<file path="src/rtl/clock_pkg.sv">
// ============================================================================
//  Module      : clock_pkg
//  Description : Shared state encoding, BCD limits and digit indices for the
//                time-of-day core.
//  Revision    : 1.0 - initial release
// ============================================================================
`default_nettype none

package clock_pkg;

    typedef enum logic [1:0] {
        ST_RUN      = 2'd0,
        ST_SET_HOUR = 2'd1,
        ST_SET_MIN  = 2'd2
    } clk_state_t;

    localparam logic [3:0] c_digit_max        = 4'd9;
    localparam logic [3:0] c_ms_tens_max      = 4'd5;
    localparam logic [3:0] c_hr_tens_max      = 4'd2;
    localparam logic [3:0] c_hr_units_max_at2 = 4'd3;

    localparam int c_idx_sec0  = 0;
    localparam int c_idx_sec1  = 1;
    localparam int c_idx_min0  = 2;
    localparam int c_idx_min1  = 3;
    localparam int c_idx_hour0 = 4;
    localparam int c_idx_hour1 = 5;

endpackage

`default_nettype wire

</file>
<file path="src/rtl/btn_debounce.sv">
// ============================================================================
//  Module      : btn_debounce
//  Description : 2-FF synchroniser, stability counter and rising-edge pulse.
//  Revision    : 1.0 - initial release
// ============================================================================
`default_nettype none

module btn_debounce #(
    parameter int DB_CYCLES = 1000000
) (
    input  logic clk,
    input  logic rst,
    input  logic btn_raw,
    output logic press_p
);

    localparam int c_cnt_w = (DB_CYCLES > 1) ? $clog2(DB_CYCLES) : 1;
    localparam logic [c_cnt_w-1:0] c_cnt_last = c_cnt_w'(DB_CYCLES - 1);

    logic               r_sync1;
    logic               r_sync2;
    logic               r_stable;
    logic               r_stable_d;
    logic [c_cnt_w-1:0] r_cnt;

    // Accepted level only flips after the synchronised level has differed
    // from it for DB_CYCLES consecutive cycles; any bounce restarts the count.
    always_ff @(posedge clk or negedge rst) begin
        if (!rst) begin
            r_sync1    <= 1'b0;
            r_sync2    <= 1'b0;
            r_stable   <= 1'b0;
            r_stable_d <= 1'b0;
            r_cnt      <= '0;
        end else begin
            r_sync1    <= btn_raw;
            r_sync2    <= r_sync1;
            r_stable_d <= r_stable;
            if (r_sync2 == r_stable) begin
                r_cnt <= '0;
            end else if (r_cnt == c_cnt_last) begin
                r_stable <= r_sync2;
                r_cnt    <= '0;
            end else begin
                r_cnt <= r_cnt + 1'b1;
            end
        end
    end

    assign press_p = r_stable & ~r_stable_d;

endmodule

`default_nettype wire

</file>
<file path="src/rtl/bcd_clock_core.sv">
// ============================================================================
//  Module      : bcd_clock_core
//  Description : 24-hour BCD time-of-day counter with two-button time setting.
//  Revision    : 1.0 - initial release
// ============================================================================
`default_nettype none

module bcd_clock_core
    import clock_pkg::*;
#(
    parameter int CLK_DIV   = 100000000,
    parameter int DB_CYCLES = 1000000
) (
    input  logic       clk,
    input  logic       rst,
    input  logic       btn_mode,
    input  logic       btn_inc,
    output logic [3:0] sec0,
    output logic [3:0] sec1,
    output logic [3:0] min0,
    output logic [3:0] min1,
    output logic [3:0] hour0,
    output logic [3:0] hour1,
    output logic [5:0] blink_mask,
    output logic       sec_pulse
);

    localparam int c_div_w = $clog2(CLK_DIV);
    localparam logic [c_div_w-1:0] c_div_last = c_div_w'(CLK_DIV - 1);

    clk_state_t         r_state;
    clk_state_t         w_state_next;
    logic [c_div_w-1:0] r_div;
    logic [3:0]         r_sec0, r_sec1, r_min0, r_min1, r_hour0, r_hour1;
    logic               r_sec_pulse;
    logic               w_mode_p, w_inc_p, w_tick;
    logic [5:0]         w_blink;
    logic [3:0]         w_sec0_nx, w_sec1_nx, w_min0_nx, w_min1_nx;
    logic [3:0]         w_hour0_nx, w_hour1_nx;
    logic               w_sec_wrap, w_min_wrap;

    btn_debounce #(.DB_CYCLES(DB_CYCLES)) u_db_mode (
        .clk     (clk),
        .rst     (rst),
        .btn_raw (btn_mode),
        .press_p (w_mode_p)
    );

    btn_debounce #(.DB_CYCLES(DB_CYCLES)) u_db_inc (
        .clk     (clk),
        .rst     (rst),
        .btn_raw (btn_inc),
        .press_p (w_inc_p)
    );

    assign w_tick = (r_state == ST_RUN) && (r_div == c_div_last);

    always_ff @(posedge clk or negedge rst) begin
        if (!rst) begin
            r_state <= ST_RUN;
        end else begin
            r_state <= w_state_next;
        end
    end

    always_comb begin
        w_state_next = r_state;
        w_blink      = '0;
        case (r_state)
            ST_RUN: begin
                if (w_mode_p) w_state_next = ST_SET_HOUR;
            end
            ST_SET_HOUR: begin
                w_blink[c_idx_hour1] = 1'b1;
                w_blink[c_idx_hour0] = 1'b1;
                if (w_mode_p) w_state_next = ST_SET_MIN;
            end
            ST_SET_MIN: begin
                w_blink[c_idx_min1] = 1'b1;
                w_blink[c_idx_min0] = 1'b1;
                if (w_mode_p) w_state_next = ST_RUN;
            end
            default: w_state_next = ST_RUN;
        endcase
    end

    // Held at zero outside RUN and on the RUN->SET edge, so leaving SET_MIN
    // always restarts a full CLK_DIV period.
    always_ff @(posedge clk or negedge rst) begin
        if (!rst) begin
            r_div <= '0;
        end else if ((r_state != ST_RUN) || w_mode_p || w_tick) begin
            r_div <= '0;
        end else begin
            r_div <= r_div + 1'b1;
        end
    end

    // Per-field successors; the tick cascade and the edit buttons share them.
    always_comb begin
        w_sec_wrap = (r_sec1 == c_ms_tens_max) && (r_sec0 == c_digit_max);
        w_min_wrap = (r_min1 == c_ms_tens_max) && (r_min0 == c_digit_max);

        w_sec0_nx = r_sec0 + 4'd1;
        w_sec1_nx = r_sec1;
        if (r_sec0 == c_digit_max) begin
            w_sec0_nx = 4'd0;
            w_sec1_nx = (r_sec1 == c_ms_tens_max) ? 4'd0 : r_sec1 + 4'd1;
        end

        w_min0_nx = r_min0 + 4'd1;
        w_min1_nx = r_min1;
        if (r_min0 == c_digit_max) begin
            w_min0_nx = 4'd0;
            w_min1_nx = (r_min1 == c_ms_tens_max) ? 4'd0 : r_min1 + 4'd1;
        end

        w_hour0_nx = r_hour0 + 4'd1;
        w_hour1_nx = r_hour1;
        if ((r_hour1 == c_hr_tens_max) && (r_hour0 == c_hr_units_max_at2)) begin
            w_hour0_nx = 4'd0;
            w_hour1_nx = 4'd0;
        end else if (r_hour0 == c_digit_max) begin
            w_hour0_nx = 4'd0;
            w_hour1_nx = r_hour1 + 4'd1;
        end
    end

    always_ff @(posedge clk or negedge rst) begin
        if (!rst) begin
            r_sec0      <= 4'd0;
            r_sec1      <= 4'd0;
            r_min0      <= 4'd0;
            r_min1      <= 4'd0;
            r_hour0     <= 4'd0;
            r_hour1     <= 4'd0;
            r_sec_pulse <= 1'b0;
        end else begin
            r_sec_pulse <= 1'b0;
            case (r_state)
                ST_RUN: begin
                    // A mode press wins over a coincident tick.
                    if (!w_mode_p && w_tick) begin
                        r_sec_pulse <= 1'b1;
                        r_sec0      <= w_sec0_nx;
                        r_sec1      <= w_sec1_nx;
                        if (w_sec_wrap) begin
                            r_min0 <= w_min0_nx;
                            r_min1 <= w_min1_nx;
                            if (w_min_wrap) begin
                                r_hour0 <= w_hour0_nx;
                                r_hour1 <= w_hour1_nx;
                            end
                        end
                    end
                end
                ST_SET_HOUR: begin
                    if (!w_mode_p && w_inc_p) begin
                        r_hour0 <= w_hour0_nx;
                        r_hour1 <= w_hour1_nx;
                    end
                end
                ST_SET_MIN: begin
                    if (w_mode_p) begin
                        r_sec0 <= 4'd0;
                        r_sec1 <= 4'd0;
                    end else if (w_inc_p) begin
                        r_min0 <= w_min0_nx;
                        r_min1 <= w_min1_nx;
                    end
                end
                default: ;
            endcase
        end
    end

    assign sec0       = r_sec0;
    assign sec1       = r_sec1;
    assign min0       = r_min0;
    assign min1       = r_min1;
    assign hour0      = r_hour0;
    assign hour1      = r_hour1;
    assign blink_mask = w_blink;
    assign sec_pulse  = r_sec_pulse;

endmodule

`default_nettype wire

</file>
<file path="config.mk">
export PLATFORM = sky130hd
export DESIGN_NAME = bcd_clock_core
export DESIGN_NICKNAME = d
export VERILOG_FILES = /design/src/rtl/clock_pkg.sv /design/src/rtl/btn_debounce.sv /design/src/rtl/bcd_clock_core.sv
export SDC_FILE = /design/constraint.sdc
export NUM_CORES = 1
export LEC_CHECK = 0
export ABC_AREA = 1
export CORE_MARGIN = 3
export CORE_UTILIZATION = 47
export CTS_CLUSTER_SIZE = 40
export DETAILED_ROUTE_END_ITERATION = 16
export DONT_BUFFER_PORTS = 1
export SLEW_MARGIN = 20
export SYNTH_ARGS = -nofsm -noshare
export SYNTH_HDL_FRONTEND = slang
export SYNTH_SLANG_ARGS = --single-unit
</file>
<file path="constraint.sdc">
create_clock -name clk -period 1.6 [get_ports clk]
set_clock_uncertainty 0.05 [all_clocks]
set_input_delay 0.48 -clock clk [delete_from_list [all_inputs] [get_ports clk]]
set_output_delay 0.48 -clock clk [all_outputs]
set_load 0.01 [all_outputs]
</file>
==> results of run 1 <==
[state kept, by name (all words and copies together), names as in the netlist, 2 cells and up]
name             flops
hour0                4
hour1                4
min0                 4
min1                 4
r_div               27
r_state              2
sec0                 4
sec1                 4
u_db_inc.r_cnt      20
u_db_mode.r_cnt     20
[Yosys cell counts, types with 4 or more instances]
| cell | count |
|---|---|
| sky130_fd_sc_hd__ha_1 | 11 |
| sky130_fd_sc_hd__dfrtp_1 | 102 |
| sky130_fd_sc_hd__inv_1 | 93 |
| sky130_fd_sc_hd__a21oi_1 | 15 |
| sky130_fd_sc_hd__xnor2_1 | 7 |
| sky130_fd_sc_hd__nand4_1 | 28 |
| sky130_fd_sc_hd__nor2_4 | 5 |
| sky130_fd_sc_hd__buf_4 | 7 |
| sky130_fd_sc_hd__or2_2 | 5 |
| sky130_fd_sc_hd__nor2_2 | 4 |
| sky130_fd_sc_hd__nand2_1 | 136 |
| sky130_fd_sc_hd__xor2_1 | 30 |
| sky130_fd_sc_hd__nor2_1 | 115 |
| sky130_fd_sc_hd__nand2_2 | 7 |
| sky130_fd_sc_hd__nor3b_1 | 5 |
| sky130_fd_sc_hd__nor3_1 | 36 |
| sky130_fd_sc_hd__o21ai_0 | 10 |
| sky130_fd_sc_hd__nand3_1 | 41 |
| sky130_fd_sc_hd__o21ai_1 | 12 |
[repair_timing]
action	CTS	global route
pin swaps	20	37
hold endpoints to repair	102	102
setup endpoints to repair	65	87
gates cloned	2	0
buffers inserted	9	9
resized for setup	59	101
[worst max-delay path, delay by kind of cell (launching register included)]
kind,cells,cell delay [ns]
flops,1,0.42
simple gates,1,0.12
buf+inv,2,0.29
[stage by stage]
step / cell area, sq um / hold WS (ns) / setup slack [ns] / util (%)
after floorplan: 5670 / 0.134 / -0.0171 / -
after global placement: 6500 / 0.139 / -0.0562 / 56.0
after detailed placement: 6500 / 0.138 / -0.127 / 56.0
after CTS: 7180 / -0.248 / -0.137 / 61.9
after global routing: 7650 / -0.255 / -0.199 / 65.9
final: 7650 / -0.232 / -0.108 / 65.9
[power groups by stage]
stage                     Sequential, W  Clock, W  Combinational, W
after floorplan                 0.00265         0         0.0000417
after global placement          0.00265         0         0.0000637
after detailed placement        0.00265         0         0.0000658
after CTS                       0.00260   0.00239         0.0000663
after global routing            0.00261   0.00249         0.0000914
final                           0.00261   0.00231         0.0000806
[cell type report]
| class | count | area share [%] |
|---|---|---|
| multi-input combinational | 504 | 42.5 |
| sequential | 102 | 33.4 |
| timing repair buffer | 113 | 12.9 |
| inverter | 95 | 4.69 |
| clock buffer | 11 | 3.30 |
| tap | 143 | 2.34 |
| clock inverter | 5 | 0.850 |
[final timing paths]
| check | endpoint | slack, ns | cells past startpoint |
|---|---|---|---|
| setup / recovery | blink_mask[4] | -0.11 | 3 |
| hold / removal | r_div[21] | -0.23 | 0 |
| setup reg to reg | r_div[24] | -0.08 | 10 |
| hold reg to reg | u_db_inc.r_sync2 | 0.31 | 0 |
| max in group asynchronous | u_db_inc.r_cnt[9] | 1.54 | 0 |
| min in group clk | u_db_mode.r_sync1 | 0.10 | 0 |
[routing by layer]
| layer | track usage [%] | vias to the layer above | routed length [um] |
|---|---|---|---|
| li1 | - | 2514 | - |
| met1 | 26.2 | 2431 | 5980 |
| met2 | 34.2 | 70 | 6930 |
| met3 | 6.48 | 19 | 580 |
| met4 | 5.72 | 0 | 174 |
| met5 | 0 | - | 0 |
[cells by family after synthesis]
logic type               count (synthesis)  share of synthesized area [%]
AO/OA/AOI/OAI                           50                           4.93
XOR/XNOR                                37                           5.72
adder cells (fa/ha/maj)                 11                           2.43
buffers and inverters                  105                           7.75
flip-flops                             102                           45.1
multiplexers                             4                          0.773
other                                    1                         0.0662
AND/OR/NAND/NOR                        399                           33.3
==> run metrics, run 1 <==
run status=finished, violations left; violated checks=negative hold slack, negative setup slack; remaining design rule violation count=0; Leakage=3.51 nW; Wirelength per Cell=14.0 um; total net switching power=0.00106 W; insertion delay of the later-clocked pin in the worst-skew pair=0.36 ns; leading cell type in the layout, fill and taps excluded=sky130_fd_sc_hd__nand2_1; count of input and output buffers=0; top-level I/O count=35; most frequent cells in the layout=sky130_fd_sc_hd__nand2_1, sky130_fd_sc_hd__dfrtp_1, sky130_fd_sc_hd__buf_4, sky130_fd_sc_hd__nor2_1, sky130_fd_sc_hd__inv_1; cells after synthesis=709; data arrival time of the critical path=1.18 ns; wire length of the first global-routing pass=22,300 um; Cell Int Power=0.00394 W; antenna violations before repair=0; area occupied by registers=0.00255 sq mm; list of cells traversed by the critical path=buf_6 > nor2_4 > buf_6; crit path kind=flop to output pin; combined area of the multi-input logic cells=0.00325 sq mm; vias in the first global route=4,994; slowest CP cell=sky130_fd_sc_hd__dfrtp_1; setup TNS=-2.43 ns; residual overflow from global routing=0; Seq pwr share=52.2%; Num CTS Buffers=9; die boundary height=116 um; part of the power in the clock network=46.2%; leading area contributor after synthesis=sky130_fd_sc_hd__dfrtp_1; number of cells after detailed placement=937; share of post-route cells with drive strength above 1=32.8%; largest net degree at the start of global routing=103; power per standard cell area=654 mW/mm^2; synthesized area per cell=7.99 sq um; placed wire-length estimate after detailed placement=9300 um; routed via count divided by cell count=5.17; initial standard-cell utilization of the core=48.8%; core outline area=0.0116 sq mm; total count of max-transition violations in the final report=0; post-synthesis sequential element count=102; most frequently used flop master after synthesis=sky130_fd_sc_hd__dfrtp_1; cell mode on critical path=sky130_fd_sc_hd__buf_6; Final setup viols=51; Yosys warning total=0; Worst VDD drop=0.753 mV; shortest clock period the worst path allows after layout=1.71 ns; count of filler cells inserted in the layout=928; count of endpoints failing hold in the final timing report=102; number of enable-type register cells in the synthesized netlist=0; part of the cycle the worst path needs=107%; asr flop ratio synth=100%; die width=116 um; Setup crit start=r_state[1]; netlist area before placement=0.00567 sq mm; critical path startpoint category=flop; all-layer global routing usage=20.7%; clock-pin slew on the worst setup and hold paths=0.07 ns; number of different library cells in the post-synthesis netlist=43; number of placement rows=39; part of the Yosys area used for sequential elements=45.1%; aggregate routed wire length=13,700 um; Worst Hold Class=input port to asynchronous set/reset pin; Yosys top cell area share=45.1%; maximum fanout encountered on the critical timing path=4; number of sinks driven by the clock tree=102; weighted congestion at the end of routability-driven global placement=0.891; # Max-Cap Violations=0; part of the total power dissipated in combinational logic=1.6%; cells taking the most area after synthesis=sky130_fd_sc_hd__dfrtp_1, sky130_fd_sc_hd__nand2_1, sky130_fd_sc_hd__nor2_1, sky130_fd_sc_hd__inv_1, sky130_fd_sc_hd__xor2_1; First-pass DRT Iterations=5; Layout Cells excl Fill=973; Achievable Freq=0.585 GHz; fin worst setup slack=-0.108 ns; R2R Path Start=r_div[1]; diodes inserted=0; post-route worst hold slack=-0.232 ns; RSZ-0062 raised after global routing=true; H-Tree Level Count=3; switching share of total power=21.2%; slowest stage delay, CP=0.42 ns; area delta synth->final=35.1%; antenna-violating nets left=0; clock tree from TritonCTS=built; kind of capture point of the worst setup path=output pin; clock root cell=sky130_fd_sc_hd__clkbuf_16; Layout Nets=840; overall power=0.00500 W; area of the die=0.0134 sq mm; number of vias in the routed layout=5,034; Iter 0 DRT Violations=276; maximum root-to-sink buffer count=2; CP Data Required Time=1.07 ns
(Power assumes the default switching activity.)
==> run 2: changes to the inputs <==
--- a/config.mk
+++ b/config.mk
@@ -6,11 +6,11 @@
 export NUM_CORES = 1
 export LEC_CHECK = 0
 export ABC_AREA = 1
-export CORE_MARGIN = 3
 export CORE_UTILIZATION = 47
 export CTS_CLUSTER_SIZE = 40
 export DETAILED_ROUTE_END_ITERATION = 16
 export DONT_BUFFER_PORTS = 1
+export PLACE_DENSITY = 0.66
 export SLEW_MARGIN = 20
 export SYNTH_ARGS = -nofsm -noshare
 export SYNTH_HDL_FRONTEND = slang
==> run 2 against run 1 <==
Compared with the run above:
- the flow finishes with violations (design-rule violations, negative hold slack, negative setup slack)
- combinational power shrank 15%
- final cell count down 1.7%
- routed wire length down 5.0%
- non-clock buffer count is 16 lower
- largest power group unchanged
- clock power about the same
- highest routed layer unchanged
- worst hold slack gained 0.00093 ns
==> run metrics, run 2 (synthesized netlist as in run 1, its figures left out) <==
maximum fanout encountered on the critical timing path=8 (was 4); most frequent cells in the layout=sky130_fd_sc_hd__nand2_1, sky130_fd_sc_hd__nor2_1, sky130_fd_sc_hd__dfrtp_1, sky130_fd_sc_hd__buf_4, sky130_fd_sc_hd__inv_1 (was sky130_fd_sc_hd__nand2_1, sky130_fd_sc_hd__dfrtp_1, sky130_fd_sc_hd__buf_4, sky130_fd_sc_hd__nor2_1, sky130_fd_sc_hd__inv_1); antenna violations before repair=0 (unchanged); H-Tree Level Count=3 (unchanged); number of vias in the routed layout=4,897 (was 5,034); count of filler cells inserted in the layout=981 (was 928); area delta synth->final=26.1% (was 35.1%); Setup crit start=r_div[12] (was r_state[1]); insertion delay of the later-clocked pin in the worst-skew pair=0.35 ns (was 0.36 ns); number of sinks driven by the clock tree=102 (unchanged); fin worst setup slack=-0.114 ns (was -0.108 ns); Wirelength per Cell=13.6 um (was 14.0 um); part of the cycle the worst path needs=107% (about the same); register containing the most flip-flops in the final layout=r_div (unchanged); clock-pin slew on the worst setup and hold paths=0.07 ns (about the same); number of placement rows=39 (unchanged); post-route core utilization=61.8% (was 65.9%); power per standard cell area=695 mW/mm^2 (was 654 mW/mm^2); residual overflow from global routing=0 (unchanged); Iter 0 DRT Violations=321 (was 276); data arrival time of the critical path=1.90 ns (was 1.18 ns); clock tree from TritonCTS=built (unchanged); count of endpoints failing hold in the final timing report=102 (unchanged); antenna-violating nets left=0 (unchanged); wire length of the first global-routing pass=21,700 um (was 22,300 um); registers with the most flip-flops=r_div: 27 flops, u_db_inc.r_cnt: 20 flops, u_db_mode.r_cnt: 20 flops (unchanged); placed wire-length estimate after detailed placement=8990 um (was 9300 um); remaining design rule violation count=1 (was 0); Achievable Freq=0.583 GHz (was 0.585 GHz); die boundary height=112 um (was 116 um); slowest CP cell=sky130_fd_sc_hd__dfrtp_1 (unchanged); critical path startpoint category=flop (unchanged); Num CTS Buffers=9 (unchanged); vias in the first global route=4,844 (was 4,994); weighted congestion at the end of routability-driven global placement=0.862 (was 0.891); count of input and output buffers=0 (unchanged); slowest stage delay, CP=0.37 ns (was 0.42 ns); shortest clock period the worst path allows after layout=1.71 ns (about the same); clock root cell=sky130_fd_sc_hd__clkbuf_16 (unchanged); RSZ-0062 raised after global routing=true (unchanged); violated checks=design-rule violations, negative hold slack, negative setup slack (was negative hold slack, negative setup slack); Final setup viols=49 (was 51); leading cell type in the layout, fill and taps excluded=sky130_fd_sc_hd__nand2_1 (unchanged); number of flip-flops in the largest register=27 (unchanged); Leakage=3.37 nW (was 3.51 nW); area of the die=0.0125 sq mm (was 0.0134 sq mm); aggregate routed wire length=13,000 um (was 13,700 um); Worst Hold Class=input port to asynchronous set/reset pin (unchanged); top-level I/O count=35 (unchanged); crit path kind=flop to flop (was flop to output pin); First-pass DRT Iterations=11 (was 5); post-route worst hold slack=-0.231 ns (was -0.232 ns); share of post-route cells with drive strength above 1=25.3% (was 32.8%); core outline area=0.0116 sq mm (about the same); total count of max-transition violations in the final report=0 (unchanged); diodes inserted=0 (unchanged); # Max-Cap Violations=0 (unchanged); all-layer global routing usage=21.5% (was 20.7%); cell mode on critical path=sky130_fd_sc_hd__nand2_1 (was sky130_fd_sc_hd__buf_6); maximum root-to-sink buffer count=2 (unchanged); Worst VDD drop=0.725 mV (was 0.753 mV); kind of capture point of the worst setup path=flop (was output pin); initial standard-cell utilization of the core=49.0% (was 48.8%); R2R Path Start=r_div[12] (was r_div[1]); die width=112 um (was 116 um); CP Data Required Time=1.78 ns (was 1.07 ns); Layout Nets=823 (was 840); routed via count divided by cell count=5.12 (was 5.17); largest net degree at the start of global routing=103 (unchanged); list of cells traversed by the critical path=inv_1 > nand2_1 > nor2_1 > nand2_1 > nor2_4 > nand4_4 > nand2_8 > nand2_4 > nand2_1 > o21ai_1 (was buf_6 > nor2_4 > buf_6); run status=finished, violations left (unchanged)
## run 2: layout make-up
type | instances | area, sq um | share of cell area (%)
Sequential cell | 102 | 2550 | 35.8
Clock buffer | 11 | 253 | 3.54
Inverter | 95 | 362 | 5.06
Tap cell | 143 | 179 | 2.50
Multi-Input combinational cell | 503 | 2970 | 41.6
Clock inverter | 5 | 56.3 | 0.788
Timing Repair Buffer | 97 | 771 | 10.8
## run 2: per-stage QoR
stage	setup WS (ns)	TNS (ns)	total power [W]	cells	area [sq um]
finish	-0.114	-2.62	0.00496	956	7140
global route	-0.231	-9.23	0.00512	956	7140
CTS	-0.0634	-0.911	0.00500	948	6890
detailed placement	-0.0953	-1.28	0.00272	923	6380
global placement	-0.0100	-0.0175	0.00271	923	6380
floorplan	-0.0171	-0.120	0.00269	710	5670
## run 2: power breakdown
group,leakage [nW],internal [W],switching (W)
clock,0.152,0.00130,0.000985
sequential,1.40,0.00259,0.0000152
combinational,1.83,0.0000295,0.0000393
## run 2: timing repair
item	4_1_cts	5_1_grt
gates cloned	0	0
pin swaps	12	19
endpoints found under the setup margin	41	85
hold endpoints to repair	102	102
resized for setup	32	49
setup buffers	9	8
## run 2: path summary, 6_finish.rpt
| kind | end | slack [ns] | cells past startpoint |
|---|---|---|---|
| setup / recovery | hour0[2] | -0.11 | 10 |
| hold / removal | r_div[23] | -0.23 | 0 |
| setup reg to reg | hour0[2] | -0.11 | 10 |
| hold reg to reg | u_db_inc.r_sync2 | 0.30 | 0 |
| max in group asynchronous | u_db_mode.r_cnt[8] | 1.62 | 0 |
| min in group clk | u_db_inc.r_sync1 | 0.11 | 0 |
## run 2: routing by layer
layer / GRT usage [%] / vias up / share of wire (%)
met5: 0 / - / 0
met4: 5.59 / 0 / 0.92
met3: 6.10 / 9 / 4.3
met2: 36.6 / 64 / 50
met1: 26.8 / 2352 / 45
li1: - / 2472 / -
## run 2: critical path: cells and delay by family, from the launching register on
family / cells / cell delay (ns)
compound gates: 1 / 0.07
simple gates: 8 / 0.96
buf+inv: 1 / 0.13
flops: 1 / 0.37
==> run 3: changes to the inputs <==
--- a/config.mk
+++ b/config.mk
@@ -10,6 +10,7 @@
 export CTS_CLUSTER_SIZE = 40
 export DETAILED_ROUTE_END_ITERATION = 16
 export DONT_BUFFER_PORTS = 1
+export GPL_ROUTABILITY_DRIVEN = 0
 export PLACE_DENSITY = 0.66
 export SLEW_MARGIN = 20
 export SYNTH_ARGS = -nofsm -noshare
==> results of run 3 <==
The final DEF is identical to that of run 2; final timing and power are the same.
